`src/rtl/sys_types.sv`:
```
// Shared types for the feature-map streaming path: window tags, controller
// state encoding and the sliding_window row depth.
package sys_types;

    typedef logic signed [7:0] int8_t;

    // Number of rows held by sliding_window (A0..A3).
    localparam int SW_ROWS = 4;

    localparam int TAG_ROW_W = 10;
    localparam int TAG_COL_W = 8;

    // Position of a window: top row index and strip index.
    typedef struct packed {
        logic [TAG_ROW_W-1:0] row;
        logic [TAG_COL_W-1:0] col;
    } win_tag_t;

    typedef enum logic [2:0] {
        ST_IDLE  = 3'd0,
        ST_RUN   = 3'd1,
        ST_DRAIN = 3'd2,
        ST_DONE  = 3'd3,
        ST_ERR   = 3'd4
    } ctrl_state_e;

endpackage

```
`src/rtl/window_skid_reg.sv`:
```
// One-entry data+tag skid register with bypass. When empty the input word
// passes straight through; once captured, the held word is presented until
// popped.
module window_skid_reg #(
    parameter int DATA_W = 32,
    parameter int TAG_W  = 18
) (
    input  logic              clk,
    input  logic              reset,
    input  logic              capture,
    input  logic              pop,
    input  logic [DATA_W-1:0] in_data,
    input  logic [TAG_W-1:0]  in_tag,
    output logic              full,
    output logic [DATA_W-1:0] out_data,
    output logic [TAG_W-1:0]  out_tag
);

    logic [DATA_W-1:0] data_q;
    logic [TAG_W-1:0]  tag_q;

    // Hold a word that could not be pushed; release it when it is consumed.
    always_ff @(posedge clk) begin
        if (reset) begin
            full   <= 1'b0;
            data_q <= '0;
            tag_q  <= '0;
        end else if (capture) begin
            full   <= 1'b1;
            data_q <= in_data;
            tag_q  <= in_tag;
        end else if (pop) begin
            full   <= 1'b0;
        end
    end

    assign out_data = full ? data_q : in_data;
    assign out_tag  = full ? tag_q  : in_tag;

endmodule

```
`src/rtl/window_stream_ctrl.sv`:
```
// Address generator and flow controller feeding the 4-row sliding_window
// buffer. Walks the map in 4-pixel column strips, top to bottom, and marks
// when the buffered 4x4 window is complete. A one-entry skid register absorbs
// the read already in flight when downstream stalls, so sliding_window is
// never pushed over an unaccepted window. sliding_window sits beside this
// block at the integration level, sharing clk/reset.
module window_stream_ctrl
    import sys_types::*;
#(
    parameter int ADDR_W = 16,
    parameter int ROW_W  = 10,
    parameter int COL_W  = 8
) (
    input  logic              clk,
    input  logic              reset,
    input  logic              start,
    input  logic [ADDR_W-1:0] cfg_base,
    input  logic [ROW_W-1:0]  cfg_rows,
    input  logic [COL_W-1:0]  cfg_words,
    output logic              mem_ren,
    output logic [ADDR_W-1:0] mem_addr,
    input  logic [31:0]       mem_rdata,
    output logic              sw_valid_in,
    output logic [31:0]       sw_pixels,
    output logic              win_valid,
    input  logic              win_ready,
    output logic [ROW_W-1:0]  win_row,
    output logic [COL_W-1:0]  win_col,
    output logic              win_last,
    output logic              busy,
    output logic              done,
    output logic              cfg_err
);

    localparam int TAG_W = ROW_W + COL_W;

    ctrl_state_e       state;
    logic [ROW_W-1:0]  rows_q;
    logic [COL_W-1:0]  words_q;

    // Read walker: current (r, c) and its address, plus the strip's row-0 address.
    logic [ROW_W-1:0]  rd_r;
    logic [COL_W-1:0]  rd_c;
    logic [ADDR_W-1:0] rd_addr;
    logic [ADDR_W-1:0] col_addr;
    logic              reads_remain;

    // Read in flight (data arrives next cycle) and its tag.
    logic              rd_pending;
    logic [ROW_W-1:0]  pend_r;
    logic [COL_W-1:0]  pend_c;

    logic              skid_full;
    logic [31:0]       sel_data;
    logic [TAG_W-1:0]  sel_tag;
    logic [ROW_W-1:0]  sel_r;
    logic [COL_W-1:0]  sel_c;
    logic [31:0]       pix_q;

    logic cfg_ok, row_end, last_rd, push, capture, pop, accept;

    assign cfg_ok  = (cfg_rows >= ROW_W'(SW_ROWS)) && (cfg_words != '0);
    assign row_end = (rd_r == rows_q - 1'b1);
    assign last_rd = row_end && (rd_c == words_q - 1'b1);

    // A word may go to sliding_window only if no unaccepted window would be disturbed.
    assign push    = (rd_pending | skid_full) & (~win_valid | win_ready);
    assign mem_ren = (state == ST_RUN) & reads_remain & (~(rd_pending | skid_full) | push);
    assign mem_addr = rd_addr;
    assign capture = rd_pending & ~push;
    assign pop     = skid_full & push;
    assign accept  = win_valid & win_ready;

    assign {sel_r, sel_c} = sel_tag;
    assign sw_valid_in = push;
    assign sw_pixels   = push ? sel_data : pix_q;

    window_skid_reg #(.DATA_W(32), .TAG_W(TAG_W)) u_skid (
        .clk      (clk),
        .reset    (reset),
        .capture  (capture),
        .pop      (pop),
        .in_data  (mem_rdata),
        .in_tag   ({pend_r, pend_c}),
        .full     (skid_full),
        .out_data (sel_data),
        .out_tag  (sel_tag)
    );

    // Pass sequencing with registered busy/done/cfg_err.
    always_ff @(posedge clk) begin
        if (reset) begin
            state   <= ST_IDLE;
            rows_q  <= '0;
            words_q <= '0;
            busy    <= 1'b0;
            done    <= 1'b0;
            cfg_err <= 1'b0;
        end else begin
            done    <= 1'b0;
            cfg_err <= 1'b0;
            case (state)
                ST_IDLE: if (start) begin
                    rows_q  <= cfg_rows;
                    words_q <= cfg_words;
                    if (cfg_ok) begin
                        state <= ST_RUN;
                        busy  <= 1'b1;
                    end else begin
                        state   <= ST_ERR;
                        cfg_err <= 1'b1;
                        done    <= 1'b1;
                    end
                end
                ST_RUN: if (mem_ren && last_rd) state <= ST_DRAIN;
                ST_DRAIN: if (accept && win_last) begin
                    state <= ST_DONE;
                    busy  <= 1'b0;
                    done  <= 1'b1;
                end
                ST_DONE: state <= ST_IDLE;
                ST_ERR:  state <= ST_IDLE;
                default: state <= ST_IDLE;
            endcase
        end
    end

    // Column-strip walker: rows top to bottom, then step to the next strip.
    always_ff @(posedge clk) begin
        if (reset) begin
            rd_r         <= '0;
            rd_c         <= '0;
            rd_addr      <= '0;
            col_addr     <= '0;
            reads_remain <= 1'b0;
        end else if (state == ST_IDLE && start && cfg_ok) begin
            rd_r         <= '0;
            rd_c         <= '0;
            rd_addr      <= cfg_base;
            col_addr     <= cfg_base;
            reads_remain <= 1'b1;
        end else if (mem_ren) begin
            if (row_end) begin
                rd_r     <= '0;
                rd_c     <= rd_c + 1'b1;
                rd_addr  <= col_addr + 1'b1;
                col_addr <= col_addr + 1'b1;
                if (last_rd) reads_remain <= 1'b0;
            end else begin
                rd_r    <= rd_r + 1'b1;
                rd_addr <= rd_addr + ADDR_W'(words_q);
            end
        end
    end

    // Track the read in flight so its data can be tagged on arrival.
    always_ff @(posedge clk) begin
        if (reset) begin
            rd_pending <= 1'b0;
            pend_r     <= '0;
            pend_c     <= '0;
        end else begin
            rd_pending <= mem_ren;
            if (mem_ren) begin
                pend_r <= rd_r;
                pend_c <= rd_c;
            end
        end
    end

    // Window presentation: rows 0..2 of a strip only prime sliding_window.
    always_ff @(posedge clk) begin
        if (reset) begin
            win_valid <= 1'b0;
            win_row   <= '0;
            win_col   <= '0;
            win_last  <= 1'b0;
            pix_q     <= '0;
        end else begin
            if (push) pix_q <= sel_data;
            if (push && sel_r >= ROW_W'(SW_ROWS - 1)) begin
                win_valid <= 1'b1;
                win_row   <= sel_r - ROW_W'(SW_ROWS - 1);
                win_col   <= sel_c;
                win_last  <= (sel_r == rows_q - 1'b1) && (sel_c == words_q - 1'b1);
            end else if (win_ready) begin
                win_valid <= 1'b0;
            end
        end
    end

endmodule

```
`config.mk`:
```
export PLATFORM = sky130hd
export DESIGN_NAME = window_stream_ctrl
export DESIGN_NICKNAME = d
export VERILOG_FILES = /design/src/rtl/sys_types.sv /design/src/rtl/window_skid_reg.sv /design/src/rtl/window_stream_ctrl.sv
export SDC_FILE = /design/constraint.sdc
export NUM_CORES = 1
export LEC_CHECK = 0
export BUFFER_PORTS_ARGS = -buffer_cell sky130_fd_sc_hd__buf_2
export CAP_MARGIN = 30
export CORE_ASPECT_RATIO = 0.9
export CORE_MARGIN = 8
export CORE_UTILIZATION = 35
export CTS_CLUSTER_SIZE = 25
export DETAILED_ROUTE_END_ITERATION = 8
export GPL_ROUTABILITY_DRIVEN = 0
export SKIP_LAST_GASP = 1
export SYNTH_ARGS = -nofsm -noshare
export SYNTH_HDL_FRONTEND = slang
export SYNTH_SLANG_ARGS = --single-unit
export TNS_END_PERCENT = 30
```
`constraint.sdc`:
```
create_clock -name clk -period 3.25 [get_ports clk]
set_clock_uncertainty 0.15 [all_clocks]
set_input_delay 0.65 -clock clk [delete_from_list [all_inputs] [get_ports clk]]
set_output_delay 0.65 -clock clk [all_outputs]
set_load 0.01 [all_outputs]
```
### Word-level counts from Yosys, hierarchy flattened

Index checks and enable logic that the tools add are counted.
W data, S select, Z words.

| storage, ports and cells | value |
|---|---|
| register bits after elaboration | 197 |
| latch bits | 0 |
| RAM bits | 0 |
| memory bits (read-only) | 0 |
| output and inout bits | 73 |
| memories kept | 0 |

| operators by class | value |
|---|---|
| add/subtract/negate cells | 7 |
| multiply operators | 0 |
| divide/modulo/power cells | 0 |
| magnitude comparators | 2 |
| eq/ne operators | 10 |
| shifts and indexed selects | 0 |
| muxes and demuxes | 31 |
| bitwise gates (word level) | 13 |
| reduce and logical (&&, ||, !) cells | 24 |

Operators by type and width:

| operator | count |
|---|---|
| $mux W16 | 6 |
| $mux W32 | 2 |
| $eq A10 B10 Y1 | 2 |
| $mux W18 | 1 |
| $add A16 B1 Y16 const B | 1 |
| $add A16 B8 Y16 | 1 |
| $eq A8 B8 Y1 | 2 |
| $mux W1 | 14 |
| $mux W3 | 4 |
| $reduce_bool A2 Y1 | 6 |
| $add A10 B1 Y10 const B | 1 |
| $ge A10 B2 Y1 const B | 1 |
| $ge A10 B3 Y1 const B | 1 |
| $mux W10 | 1 |
| $sub A10 B1 Y10 const B | 1 |
| $sub A10 B2 Y10 const B | 1 |
| $pmux W3 S3 | 1 |
| $add A8 B1 Y8 const B | 1 |
| $logic_and A1 B1 Y1 | 8 |
| $reduce_bool A8 Y1 | 1 |
| $sub A8 B1 Y8 const B | 1 |
| $and A1 B1 Y1 | 6 |
| $ne A2 B2 Y1 const B | 3 |
| $reduce_and A2 Y1 | 3 |
| other kinds (10) | 18 |

### Logic depth before layout (Yosys ltp)

Gate-level depths: netlist of run 1.

| depth | value |
|---|---|
| word-level depth | 8 |
| depth in mapped cells | 12 |

### Modules after synthesis

A second synthesis of run 1 with hierarchy kept.

| unflattened totals | value |
|---|---|
| cell total of the unflattened synthesis | 1149 |
| area, all modules | 10467.5 µm² |

Modules (own cells, without submodules):

| module | times used | cells each | area an instance (µm²) | seq. area each (µm²) |
|---|---|---|---|---|
| window_stream_ctrl | 1 | 927 | 7792.5 | 2922.8 |
| window_skid_reg | 1 | 222 | 2675.1 | 1021.0 |

### Worst setup path after synthesis of run 1

Ideal clock, no wire load.

| timing | value |
|---|---|
| path kind | register -> register |
| start point | register rows_q[0] |
| end point | register col_addr[3] |
| arrival | 2.876 ns |
| path slack | 0.145 ns |
| cell stages (with the launch flop) | 11 |
| period minus slack after synthesis | 3.105 ns |
| cells stage by stage | dfxtp_1 -> inv_1 -> ha_1 -> or4b_4 -> o31ai_1 -> mux2i_1 -> or4_1 -> buf_2 -> or4_4 -> xor2_1 -> a211oi_2 |

| on the way | value |
|---|---|
| cells in the longest elaborated chain, start to end | 4 |

RTL lines:

| what | RTL line | source |
|---|---|---|
| from (decl) | window_stream_ctrl.sv:38 | `logic [ROW_W-1:0] rows_q;` |
| from (signal assigned) | window_stream_ctrl.sv:104 | `rows_q <= cfg_rows;` |
| $sub A10 B1 Y10 | window_stream_ctrl.sv:63 | `assign row_end = (rd_r == rows_q - 1'b1);` |
| $eq A10 B10 Y1 | window_stream_ctrl.sv:63 |  |
| $reduce_bool A2 Y1 (no source line) | - |  |
| $reduce_and A2 Y1 (no source line) | - |  |
| to (signal assigned) | window_stream_ctrl.sv:140 | `col_addr <= cfg_base;` |
| to (signal assigned) | window_stream_ctrl.sv:147 | `col_addr <= col_addr + 1'b1;` |
| to (decl) | window_stream_ctrl.sv:45 | `logic [ADDR_W-1:0] col_addr;` |

No other way between the ends.
A chain may end at the register's enable or synchronous reset.

### Final worst setup path of run 1

| timing | value |
|---|---|
| start point | register u_skid.full |
| end point | output sw_pixels[15] |

| on the way | value |
|---|---|
| cells in the longest elaborated chain, start to end | 3 |

RTL lines:

| what | RTL line | source |
|---|---|---|
| from (decl) | window_skid_reg.sv:14 | `output logic full,` |
| from (signal assigned) | window_skid_reg.sv:25 | `full <= 1'b0;` |
| from (signal assigned) | window_skid_reg.sv:29 | `full <= 1'b1;` |
| from (signal assigned) | window_skid_reg.sv:33 | `full <= 1'b0;` |
| $or A1 B1 Y1 | window_stream_ctrl.sv:67 | `assign push = (rd_pending \| skid_full) & (~win_valid \| win_ready);` |
| $and A1 B1 Y1 | window_stream_ctrl.sv:67 |  |
| $mux W32 (*) | - |  |
| to (decl) | window_stream_ctrl.sv:24 | `output logic [31:0] sw_pixels,` |

Every way passes the cells marked *; elsewhere a longest branch is shown, timed or not.

==> run summary, run 1 <==
• 5480 sq um — area of combinational cells with multiple inputs
• 3 — number of cells on the worst hold path
• 4.43 nW — Leakage Power
• 57 — number of standard-cell rows in the floorplan
• 3950 sq um — register area
• 197 — Sink Count
• 180 ps — setup slack on the worst flop-to-flop path
• 17.7% — share of post-route cells with drive strength above 1
• 0 — total count of max-transition violations in the final report
• 11600 sq um — Design Area, Final
• 27100 sq um — Placeable Area
• 0 — Final ANT Viol Nets
• 321 MHz — maximum clock rate
• sky130_fd_sc_hd__nor2_1 — most common cell type on the critical path
• 15.8 um — routed wire length per instance
• 4 — number of H-tree branching levels
• 44.2% — Slew headroom
• 143 — io pins
• 450 ps — latest clock arrival within the worst-skew pair
• 42900 um — wire length of the first global-routing pass
• 8632 — routed via count
• 0% — ys async rst share
• 174 um — height of the die
• true — RSZ-0062 raised after global routing
• 490 — violation count after the first detailed-routing iteration
• 2310 ps — critical path arrival
• sky130_fd_sc_hd__dfxtp_2 — cell at the slowest stage of the critical path
• 7856 — vias in the first global route
• 67 — highest fanout seen on the critical path
• 54 — count of different cell masters after synthesis
• 5.10 — via density per instance
• 26800 um — detailed-route wire length
• 828 ps — transition time at the pin with the least slew margin
• 0 — DRC violations left
• 2450 ps — required time reported for the critical path endpoint
• 40.7% — sequential area share after synthesis
• col_addr[3] — endpoint of the worst-slack reg-to-reg timing path
• 90 ps — Reg clk slew, reported paths
• 2 — clock buffer depth
• 19.9% — Area Overhead vs Synth
• output port — endpoint type of the worst setup path
• 139 ps — worst setup slack after layout
• 0 — antenna violations before repair
• flop to output port — classification of the worst setup path
• 141 ps — worst-case setup slack after placement
• 0 — hold violation total from the final report
• flip-flops — Top delay family on crit path
• 19600 um — detailed placement HPWL
• 3110 ps — final critical path time including I/O delays and setup
• 197 — flop and latch count out of synthesis
• nor2_1 > nor2_4 > buf_12 > nor2_1 > a21oi_1 > buf_2 — series of cell instances along the critical path
• complete, no violations — run status
• 1655 — placed cell count
• 477 nW/um^2 — power density of the placed cells
• 1409 — number of nets in the finished design
• 0 — number of flops mapped to enable cells by yosys
• 5 — first-pass detailed-route iteration total
• 95.7% — crit share post-route
• 1282 — number of nets in the synthesized netlist
• sky130_fd_sc_hd__dfxtp_1 — commonest register cell after synthesis
• primary input to flop — HP Class
• 1691 — number of standard cells in the final layout excluding fillers
• flop — kind of launch point of the worst setup path
• 0 — total setup violations reported at the end of the flow
• 0 — Diodes inserted
• rows_q[1] — Crit Reg-Reg Startpoint
• 10900 sq um — placed inst area
• 0 — Synth Warn #
• sky130_fd_sc_hd__clkbuf_16 — root buffer cell
• 0 — residual overflow from global routing
• 68 — maximum number of pins on one net before global-route repair
• 8.10 sq um — Post-Synthesis Mean Instance Area
• 15.8% — overall routing resource usage
• 191 um — floorplan die width
• cfg_base[1] — Worst Min Path Start
• 1197 — gate count after technology mapping
• 9690 sq um — synthesized area
• 33300 sq um — area of the die
• built — clock tree from TritonCTS
• 17 — clock buffer count from CTS
• mem_addr[1] — sink of the worst hold path
• 35.8% — Initial Util
• 5.54 mW — post-layout total power
• 142 — Port Buf Inserts
• 9 — Worst Reg-to-Reg Cells
• 2772 — fill cell count
• 0.344 mV — maximum vdd drop
• 2 — Critical path buffers and inverters
• 0 — # Max-Cap Violations
• 670 ps — stage delay of the slowest cell on the critical path
-- per-layer routing --
layer | track usage, % | vias to the layer above | wire length [um]
met1 | 23.0 | 4032 | 13300
met3 | 3.44 | 15 | 1620
met5 | 0 | - | 0
li1 | - | 4360 | -
met4 | 3.40 | 0 | 258
met2 | 23.2 | 225 | 11600
-- cell usage in the layout, fill, tap and decap left out, drive strengths merged, types with 5 or more instances in the layout --
cell,count
o22ai,10
nor2,132
nor2b,39
a31oi,6
nand2b,10
nor4,16
clkinv,5
inv,23
a21oi,138
xor2,50
nand2,210
o21ai,17
nand3,23
xnor2,51
nor3,13
dfxtp,197
nand4,19
buf,183
a211oi,25
ha,14
clkbuf,17
or4,7
a22oi,7
and3,18
mux2i,62
-- area by class of cell --
| cell class | instances | area share (%) |
|---|---|---|
| inverter | 13 | 0.420 |
| tap | 354 | 3.81 |
| clock inverter | 15 | 1.67 |
| sequential | 197 | 34.0 |
| timing repair buffer | 183 | 9.28 |
| multi-input combinational | 912 | 47.2 |
| clock buffer | 17 | 3.66 |
-- what timing repair did --
| item | 4_1_cts | 5_1_grt |
|---|---|---|
| setup endpoints to repair | 0 | 34 |
| hold buffers | 0 | 0 |
| resized for setup | 0 | 10 |
| buffers inserted | 0 | 4 |
-- kinds of logic after synthesis --
kind of cell	Yosys count	share of synthesized area [%]
and+or+nand+nor	501	23.4
AOI/OAI and AO/OA	229	13.8
DFF	197	40.7
xor gates and xnor gates	105	10.1
buffers and inverters	88	3.56
muxes	62	6.40
adders and majority gates	15	2.01
-- tightest hold or removal path, cell delays in order --
cell                      delay (ps)
sky130_fd_sc_hd__buf_2            90
sky130_fd_sc_hd__nand2_1          50
sky130_fd_sc_hd__o31ai_1          60
-- worst max-delay path by stage --
stage	start	end	slack, ps	cells after the start
finish	u_skid.full	sw_pixels[15]	140	6
global placement	rows_q[0]	col_addr[3]	220	9
global route	u_skid.full	mem_ren	-80	6
detailed placement	rows_q[1]	mem_addr[2]	140	10
floorplan	rows_q[0]	col_addr[3]	140	10
CTS	u_skid.full	mem_ren	30	6
-- state kept, by name (all words and copies together), names as in the netlist, 3 cells and up --
register       flops
pix_q             32
u_skid.data_q     32
u_skid.tag_q      18
col_addr          16
mem_addr          16
pend_r            10
rd_r              10
rows_q            10
win_row           10
pend_c             8
rd_c               8
win_col            8
words_q            8
state              3
-- cell usage after synthesis (19+ instances only) --
cell type / count / share of area, %
sky130_fd_sc_hd__a211oi_1: 24 / 1.9
sky130_fd_sc_hd__nor2_1: 132 / 5.1
sky130_fd_sc_hd__nand2_1: 210 / 8.1
sky130_fd_sc_hd__nand3_1: 23 / 1.2
sky130_fd_sc_hd__xnor2_1: 51 / 4.6
sky130_fd_sc_hd__clkbuf_1: 58 / 2.2
sky130_fd_sc_hd__mux2i_1: 62 / 6.4
sky130_fd_sc_hd__nand4_1: 19 / 1.2
sky130_fd_sc_hd__xor2_1: 50 / 4.5
sky130_fd_sc_hd__dfxtp_1: 197 / 41
sky130_fd_sc_hd__a21oi_1: 138 / 7.1
sky130_fd_sc_hd__nor2b_1: 39 / 2.5
-- metrics by stage --
step / util, % / hold WS, ps / TNS, ps
6_report: 42.9 / 283 / 0
2_1_floorplan: - / 282 / 0
5_1_grt: 42.9 / 273 / -227
4_1_cts: 42.5 / 273 / 0
3_3_place_gp: 40.3 / 291 / 0
3_5_place_dp: 40.3 / 296 / 0
-- power breakdown --
part           internal, mW  switching, mW
Sequential             2.48         0.0824
Combinational         0.333          0.465
Clock                  1.06           1.11
Note: power is estimated with default switching activity, not from simulation.
==> run 2, diff against run 1 <==
Settings changed: CORE_UTILIZATION 35 to 45, PLACE_DENSITY set to 0.68.
==> run 2 against run 1 <==
Against the previous run:
- hold slack improved by 16 ps
- flip-flop and latch count unchanged
- power decreased by 0.27%
- global-route usage increased by 3.7 points
- largest power group unchanged
- sequential power about the same
- largest cell class unchanged
- cell area decreased by 0.79%
==> run summary, run 2 (synthesized netlist as in run 1, its figures left out) <==
• inv_1 > ha_1 > or4b_4 > o31ai_1 > mux2i_1 > or4_1 > buf_4 > nor4_1 > xnor2_1 > a211oi_1 — series of cell instances along the critical path, was nor2_1 > nor2_4 > buf_12 > nor2_1 > a21oi_1 > buf_2
• 10 — Worst Reg-to-Reg Cells, was 9
• 10900 sq um — placed inst area, about the same
• flop — kind of launch point of the worst setup path, unchanged
• rows_q[0] — Crit Reg-Reg Startpoint, was rows_q[1]
• 197 — Sink Count, unchanged
• 0 — hold violation total from the final report, unchanged
• 0 — # Max-Cap Violations, unchanged
• pix_q: 32 flops, u_skid.data_q: 32 flops, u_skid.tag_q: 18 flops — biggest registers after layout, unchanged
• 0 — antenna violations before repair, unchanged
• 45.3% — Initial Util, was 35.8%
• col_addr[14] — endpoint of the worst-slack reg-to-reg timing path, was col_addr[3]
• 480 nW/um^2 — power density of the placed cells, was 477 nW/um^2
• 26500 sq um — area of the die, was 33300 sq um
• 3950 sq um — register area, about the same
• 97.8% — crit share post-route, was 95.7%
• 0 — total count of max-transition violations in the final report, unchanged
• 315 MHz — maximum clock rate, was 321 MHz
• 11500 sq um — Design Area, Final, was 11600 sq um
• rows_q[0] — critical path launch point, was u_skid.full
• sky130_fd_sc_hd__clkbuf_16 — root buffer cell, unchanged
• 5 — first-pass detailed-route iteration total, unchanged
• flop — endpoint type of the worst setup path, was output port
• 16.1 um — routed wire length per instance, was 15.8 um
• 142 — Port Buf Inserts, unchanged
• 18.9% — Area Overhead vs Synth, was 19.9%
• true — RSZ-0062 raised after global routing, unchanged
• u_skid.data_q[21] — sink of the worst hold path, was mem_addr[1]
• 4.42 nW — Leakage Power, was 4.43 nW
• 70 ps — setup slack on the worst flop-to-flop path, was 180 ps
• 155 um — height of the die, was 174 um
• 171 um — floorplan die width, was 191 um
• primary input to flop — HP Class, unchanged
• 2 — clock buffer depth, unchanged
• 120 — maximum number of pins on one net before global-route repair, was 68
• 17.4% — share of post-route cells with drive strength above 1, was 17.7%
• 3390 ps — critical path arrival, was 2310 ps
• 18700 um — detailed placement HPWL, was 19600 um
• complete, no violations — run status, unchanged
• 5.38 — via density per instance, was 5.10
• 8180 — vias in the first global route, was 7856
• 440 ps — latest clock arrival within the worst-skew pair, was 450 ps
• 10 — logic depth of the worst setup path including buffers, was 6
• 51 — number of standard-cell rows in the floorplan, was 57
• 3 — number of cells on the worst hold path, unchanged
• 6 — highest fanout seen on the critical path, was 67
• 0 — residual overflow from global routing, unchanged
• 843 ps — transition time at the pin with the least slew margin, was 828 ps
• sky130_fd_sc_hd__nand2_1 — most common cell after layout, fill and taps aside, unchanged
• 2 — Critical path buffers and inverters, unchanged
• 43.8% — Slew headroom, was 44.2%
• 0.337 mV — maximum vdd drop, was 0.344 mV
• built — clock tree from TritonCTS, unchanged
• 209 x sky130_fd_sc_hd__nand2_1, 196 x sky130_fd_sc_hd__dfxtp_1, 141 x sky130_fd_sc_hd__buf_2 — commonest non-fill, non-tap cells in the layout, unchanged
• 4 — number of H-tree branching levels, unchanged
• 80 ps — Reg clk slew, reported paths, was 90 ps
• 5460 sq um — area of combinational cells with multiple inputs, was 5480 sq um
• 26200 um — detailed-route wire length, was 26800 um
• 42100 um — wire length of the first global-routing pass, was 42900 um
• 0 — total setup violations reported at the end of the flow, unchanged
• simple AND/OR/NAND/NOR gates — Top delay family on crit path, was flip-flops
• 570 ps — stage delay of the slowest cell on the critical path, was 670 ps
• 1628 — number of standard cells in the final layout excluding fillers, was 1691
• 17 — clock buffer count from CTS, unchanged
• 143 — io pins, unchanged
• 3460 ps — required time reported for the critical path endpoint, was 2450 ps
• 8765 — routed via count, was 8632
• 0 — Diodes inserted, unchanged
• 1593 — placed cell count, was 1655
• 779 — violation count after the first detailed-routing iteration, was 490
• mem_rdata[21] — Worst Min Path Start, was cfg_base[1]
• 1409 — number of nets in the finished design, unchanged
• sky130_fd_sc_hd__or4_1 — cell at the slowest stage of the critical path, was sky130_fd_sc_hd__dfxtp_2
• 0 — DRC violations left, unchanged
• flop to flop — classification of the worst setup path, was flop to output port
• 1990 — fill cell count, was 2772
• 3180 ps — final critical path time including I/O delays and setup, was 3110 ps
• 19.4% — overall routing resource usage, was 15.8%
• 0 — Final ANT Viol Nets, unchanged
• 21400 sq um — Placeable Area, was 27100 sq um
## run 2: changes by cell type in the layout (fill, tap and decap cells not counted), sizes merged
cell	change
clkinv	+3
inv	-3
## run 2: per-stage QoR
step / util [%] / hold WS, ps / power (mW) / setup TNS, ps / setup WS (ps)
2_1_floorplan: - / 282 / 3.12 / 0 / 145
3_3_place_gp: 50.8 / 290 / 3.39 / 0 / 137
3_5_place_dp: 50.8 / 296 / 3.40 / 0 / 63.0
4_1_cts: 53.7 / 284 / 5.56 / -6.90 / -6.90
5_1_grt: 53.9 / 288 / 5.76 / -153 / -82.4
6_report: 53.9 / 299 / 5.53 / 0 / 72.0
## run 2: where the power goes
group / internal, mW / switching [mW] / total [mW]
registers: 2.48 / 0.0833 / 2.57
clock network: 1.06 / 1.11 / 2.17
logic: 0.329 / 0.459 / 0.788
total: 3.87 / 1.65 / 5.53
## run 2: area by class of cell
type / count / area share [%]
Timing Repair Buffer: 183 / 9.36
Multi-Input combinational cell: 912 / 47.4
Tap cell: 291 / 3.16
Clock buffer: 17 / 3.69
Clock inverter: 15 / 1.73
Sequential cell: 197 / 34.3
Inverter: 13 / 0.423
## run 2: worst min-delay path, delay by kind of cell
family                 cells  cell delay [ps]
buffers and inverters      1              100
and+or+nand+nor            1               50
AOI/OAI and AO/OA          1               50
## run 2: what timing repair did
item / in CTS / in global routing
endpoints found under the setup margin: 4 / 49
resized for setup: 1 / 6
pin swaps: 0 / 1
gates cloned: 0 / 0
hold buffers: 0 / 0
setup buffers: 0 / 3
## run 2: worst max-delay path by stage
| stage | slack [ps] | endpoint |
|---|---|---|
| 2_1_floorplan | 140 | col_addr[3] |
| 3_3_place_gp | 140 | col_addr[13] |
| 6_report | 70 | col_addr[14] |
| 5_1_grt | -80 | col_addr[14] |
| 4_1_cts | -7 | mem_addr[2] |
| 3_5_place_dp | 60 | reads_remain |
## run 2: layer usage
metal  up-vias  wire [um]  GRT usage (%)
met2       248      11700           30.3
li1       4362          -              -
met5         -          0              0
met3        34       1740           4.15
met1      4121      12400           27.1
met4         0        342           4.47
